File: config.mk
export PLATFORM = sky130hd
export DESIGN_NAME = mem_port_arbiter
export DESIGN_NICKNAME = d
export VERILOG_FILES = /design/src/rtl/mem_port_arbiter.sv
export SDC_FILE = /design/constraint.sdc
export NUM_CORES = 1
export LEC_CHECK = 0
export ABC_AREA = 1
export BUFFER_PORTS_ARGS = -buffer_cell sky130_fd_sc_hd__buf_2
export CAP_MARGIN = 20
export CORE_ASPECT_RATIO = 1.1
export CORE_MARGIN = 3
export CORE_UTILIZATION = 36
export CTS_BUF_LIST = sky130_fd_sc_hd__clkbuf_8
export DETAILED_ROUTE_END_ITERATION = 7
export MAX_ROUTING_LAYER = met4
export PLACE_DENSITY = 0.8
export SLEW_MARGIN = 20
export SYNTH_ARGS = -nofsm -noshare
export SYNTH_HDL_FRONTEND = slang
export SYNTH_SLANG_ARGS = --single-unit
export TNS_END_PERCENT = 50
File: constraint.sdc
create_clock -name clk -period 4.2 [get_ports clk]
set_input_delay 1.05 -clock clk [delete_from_list [all_inputs] [get_ports clk]]
set_output_delay 1.05 -clock clk [all_outputs]
set_load 0.01 [all_outputs]
File: src/rtl/mem_port_arbiter.sv
// Arbitrates the single-ported Mem between instruction fetch and the LSU.
// LSU wins contention unless fetch has lost STARVE_LIMIT decisions in a row.
module mem_port_arbiter #(
  parameter int unsigned STARVE_LIMIT = 4
) (
  input  logic        clk,
  input  logic        reset,
  input  logic        if_req,
  input  logic [31:0] if_addr,
  output logic        if_gnt,
  output logic        if_rvalid,
  output logic [31:0] if_rdata,
  input  logic        ls_req,
  input  logic        ls_we,
  input  logic [2:0]  ls_funct3,
  input  logic [31:0] ls_addr,
  input  logic [31:0] ls_wdata,
  output logic        ls_gnt,
  output logic        ls_rvalid,
  output logic [31:0] ls_rdata,
  output logic        mem_re,
  output logic        mem_we,
  output logic [2:0]  mem_funct3,
  output logic [31:0] mem_raddr,
  output logic [31:0] mem_waddr,
  output logic [31:0] mem_wdata,
  input  logic [31:0] mem_rdata
);

  localparam logic [3:0] LIM = 4'(STARVE_LIMIT);

  typedef enum logic [1:0] {S_IDLE, S_ISSUE, S_RESP} state_t;

  state_t      r_state, w_state_nxt;
  logic [3:0]  r_starve, w_starve_nxt;
  logic        w_if_win, w_ls_win;

  logic        r_if_gnt, r_ls_gnt, r_if_rv, r_ls_rv, r_store;
  logic        r_mem_re, r_mem_we;
  logic [2:0]  r_funct3;
  logic [31:0] r_raddr, r_waddr, r_wdata;

  always_comb begin
    w_state_nxt  = r_state;
    w_starve_nxt = r_starve;
    w_if_win     = 1'b0;
    w_ls_win     = 1'b0;
    case (r_state)
      S_ISSUE: w_state_nxt = S_RESP;
      default: begin
        // IDLE and RESP both arbitrate, so back-to-back accesses need no bubble
        w_if_win    = if_req && (!ls_req || (r_starve == LIM));
        w_ls_win    = ls_req && !w_if_win;
        w_state_nxt = (w_if_win || w_ls_win) ? S_ISSUE : S_IDLE;
        if (if_req && w_ls_win)
          w_starve_nxt = (r_starve == LIM) ? LIM : r_starve + 4'd1;
        else
          w_starve_nxt = 4'd0;
      end
    endcase
  end

  always_ff @(posedge clk or posedge reset) begin
    if (reset) begin
      r_state  <= S_IDLE;
      r_starve <= 4'd0;
      r_if_gnt <= 1'b0;
      r_ls_gnt <= 1'b0;
      r_if_rv  <= 1'b0;
      r_ls_rv  <= 1'b0;
      r_store  <= 1'b0;
      r_mem_re <= 1'b0;
      r_mem_we <= 1'b0;
      r_funct3 <= 3'd0;
      r_raddr  <= 32'd0;
      r_waddr  <= 32'd0;
      r_wdata  <= 32'd0;
    end else begin
      r_state  <= w_state_nxt;
      r_starve <= w_starve_nxt;
      r_if_gnt <= w_if_win;
      r_ls_gnt <= w_ls_win;
      // rvalid follows gnt by one cycle; a reset during ISSUE kills both
      r_if_rv  <= r_if_gnt;
      r_ls_rv  <= r_ls_gnt;
      r_mem_re <= w_if_win || (w_ls_win && !ls_we);
      r_mem_we <= w_ls_win && ls_we;
      if (w_if_win) begin
        r_funct3 <= 3'b010;
        r_raddr  <= if_addr;
        r_store  <= 1'b0;
      end else if (w_ls_win) begin
        r_funct3 <= ls_funct3;
        r_store  <= ls_we;
        if (ls_we) begin
          r_waddr <= ls_addr;
          r_wdata <= ls_wdata;
        end else begin
          r_raddr <= ls_addr;
        end
      end
    end
  end

  assign if_gnt     = r_if_gnt;
  assign ls_gnt     = r_ls_gnt;
  assign if_rvalid  = r_if_rv;
  assign ls_rvalid  = r_ls_rv;
  assign if_rdata   = r_if_rv ? mem_rdata : 32'd0;
  assign ls_rdata   = (r_ls_rv && !r_store) ? mem_rdata : 32'd0;
  assign mem_re     = r_mem_re;
  assign mem_we     = r_mem_we;
  assign mem_funct3 = r_funct3;
  assign mem_raddr  = r_raddr;
  assign mem_waddr  = r_waddr;
  assign mem_wdata  = r_wdata;

endmodule

==> impl_results.md <==
* Status: completed
* Critical Path, Cell by Cell: inv_1, nand2_1, nor2_1, buf_2
* Post-synth top area share at a little over half
* Max Freq at 334 MHz
* Cell with the most instances after synthesis: nand2_1
* Die X at between 100 and 150 um
* Die Height at roughly 130 um
* Launch point of the worst reg-to-reg path: r_starve[0]
* CP Class: flop to output port
* CTS tree: yes
* Placement-stage worst setup slack at 1.04 ns
* Slew at the pin with the worst max-slew slack at 1.00 ns
* Fill count at 1402
* CTS buffer count at 9
* Buf+Inv Stages, Crit Path at 2
* Wire length of the first global-routing pass at around 27 mm
* Share of cells above drive strength 1 at about a third
* Synth area leaders: dfrtp_1, nand2_1, inv_1
* CP max-delay cell: nand2_1
* Power, Total at between 0.004 and 0.005 W
* Filler-free cell count of the finished design at 1193
* Final cycle utilization of the critical path at 71.3%
* Syn. warnings at 0
* Clock Path Buffers at 2
* CTS Sinks at 112
* Vias per cell at ~4.5
* Critical path required time at around 3.2 ns
* Synth Instances at 708
* PwrDens at ~630 nW/um^2
* RSZ-0062 raised after global routing: no
* Critical Path AT at 1.95 ns
* Post-route cell area at between 7000 and 8000 sq um
* Total negative slack at 0 ns
* DRC at 0
* Mapped cell area at approximately 5200 sq um
* Flops & latches, synth at 112
* Drt pass-1 iters at 5
* Latest clock arrival within the worst-skew pair at between 0.3 and 0.4 ns
* Gr usage total at 22.0%
* H-tree depth at 3
* Setup violators final at 0
* Register Area at roughly 2800 sq um
* CTS Hold Buffers Added at 0
* Die area at approximately 16000 sq um
* Hold Path Class: flop to flop
* Initial core utilization at a little under two fifths
* Vias in the first global route at ~5000
* Register-to-register setup slack at between 1 and 1.5 ns
* Footprint of the multi-input gates at 1950 sq um
* Initial antenna violation count at 5
* DP Wirelength at 13.3 mm
* Pins Over Slew Limit at 0
* Wire per inst at approximately 15 um
* Worst setup path end: ls_rdata[12]
* Reg2reg end: mem_wdata[12]
* Final hold viol count at 0
* EDFF count, synth at 0
* Crit path max-delay family: simple AND/OR/NAND/NOR gates
* Maximum vdd drop at between 0.3 and 0.4 mV
* Area leader, netlist: dfrtp_1
* Ys async rst share at 100%
* Top_reg_cell synth: dfrtp_1
* Placed insts at around 1200
* Distinct cells, synth at 18
* P_leak at roughly 4.6 nW
* CP Launch Point: r_store
* Final wirelength at roughly 18 mm
* Max_cap viols at 0
* Average size of a mapped cell at between 7 and 8 sq um
* Layout Area Growth over Synthesis at 36.5%
* DRT iter0 DRCs at 220
* Syn_nets at 846
* Startpoint Class: flop
* Post-synth top cells: nand2_1, dfrtp_1, inv_1
* Rel. slew slack at between 30% and 40%
* Largest net degree at the start of global routing at slightly above 70
* Setup Skew at between 0.01 and 0.015 ns
* I/O Pins at 305
* Final ANT Viol Nets at 0
* Fin crit period at between 2 and 3 ns
* R2R depth at 10
* Post-DP Area at between 6000 and 7000 sq um
* Reg clk slew, reported paths at approximately 0.11 ns
* Cell chosen for the clock root: clkbuf_8
* # resized after CTS at 0
* Via Count at approximately 5400
* Setup ws final at about 1.2 ns
* Post-CTS setup buffers at 0
* Peak fanout along the critical path at 32
* PortBufs at 304
* Gpl congestion at 0.820
* CP peak stage delay at ~0.56 ns
* Row cnt at 45
* Core outline area at around 14000 sq um
* Global route total overflow at 0
* Sequential fraction of the synthesis area at between 50% and 60%
* NumNets Final at approximately 1100
* Crit. End Element: output port
* Crit. path cell count at 4
-- routing by layer --
metal	GRT usage (%)	wire, um	vias up	part of all wire [%]
li1	-	-	2658	-
met1	25.2	6680	2435	38
met2	37.8	9060	263	51
met3	6.35	1630	14	9.2
met4	5.79	274	0	1.6
met5	-	0	-	0
-- worst min-delay path by stage --
stage	cells after the start	end	from	slack [ns]
4_1_cts	0	if_rvalid	if_gnt	0.40
3_5_place_dp	0	if_rvalid	if_gnt	0.37
2_1_floorplan	0	if_rvalid	if_gnt	0.42
5_1_grt	0	ls_rvalid	ls_gnt	0.41
6_report	0	if_rvalid	if_gnt	0.39
3_3_place_gp	0	if_rvalid	if_gnt	0.35
-- flip-flops by register name, indices dropped and copies added, names as in the netlist --
| signal | flops |
|---|---|
| if_gnt | 1 |
| if_rvalid | 1 |
| ls_gnt | 1 |
| ls_rvalid | 1 |
| mem_funct3 | 3 |
| mem_raddr | 32 |
| mem_re | 1 |
| mem_waddr | 32 |
| mem_wdata | 32 |
| mem_we | 1 |
| r_starve | 4 |
| r_state | 2 |
| r_store | 1 |
-- placed cells by master, fill, tap and decap left out, drive strengths merged --
cell    instances
clkinv          2
xor2            2
a21oi           3
bufinv          1
nand3          34
buf           311
o21ai           5
dfrtp         112
diode           5
inv            79
nor2           35
clkbuf          9
a21boi          1
ha              2
nand2         404
-- where the power goes --
group / switching [W] / leakage [nW] / internal [W]
clock network: 0.000389 / 0.106 / 0.000285
registers: 0.000290 / 1.36 / 0.00158
logic: 0.00117 / 3.17 / 0.000716
-- stage by stage --
stage               hold WS (ns)  utilization, %
floorplan                  0.416               -
global placement           0.355            49.1
global route               0.408            50.7
detailed placement         0.372            49.1
CTS                        0.395            50.6
finish                     0.386            50.7
-- logic make-up after synthesis --
| group | after synthesis | share of synthesized area (%) |
|---|---|---|
| buffers and inverters | 110 | 8.61 |
| adders and majority gates | 2 | 0.483 |
| and+or+nand+nor | 473 | 35.2 |
| xor gates and xnor gates | 2 | 0.338 |
| DFF | 112 | 54.1 |
| AOI/OAI and AO/OA | 9 | 1.35 |
-- area by class of cell --
type	instances	area share [%]
Antenna cell	5	0.177
Timing Repair Buffer	311	22.4
Clock inverter	7	1.10
Clock buffer	9	1.75
Multi-Input combinational cell	486	27.6
Sequential cell	112	39.6
Tap cell	188	3.32
Inverter	75	4.01
No activity file was read; power rests on OpenSTA's default activity.
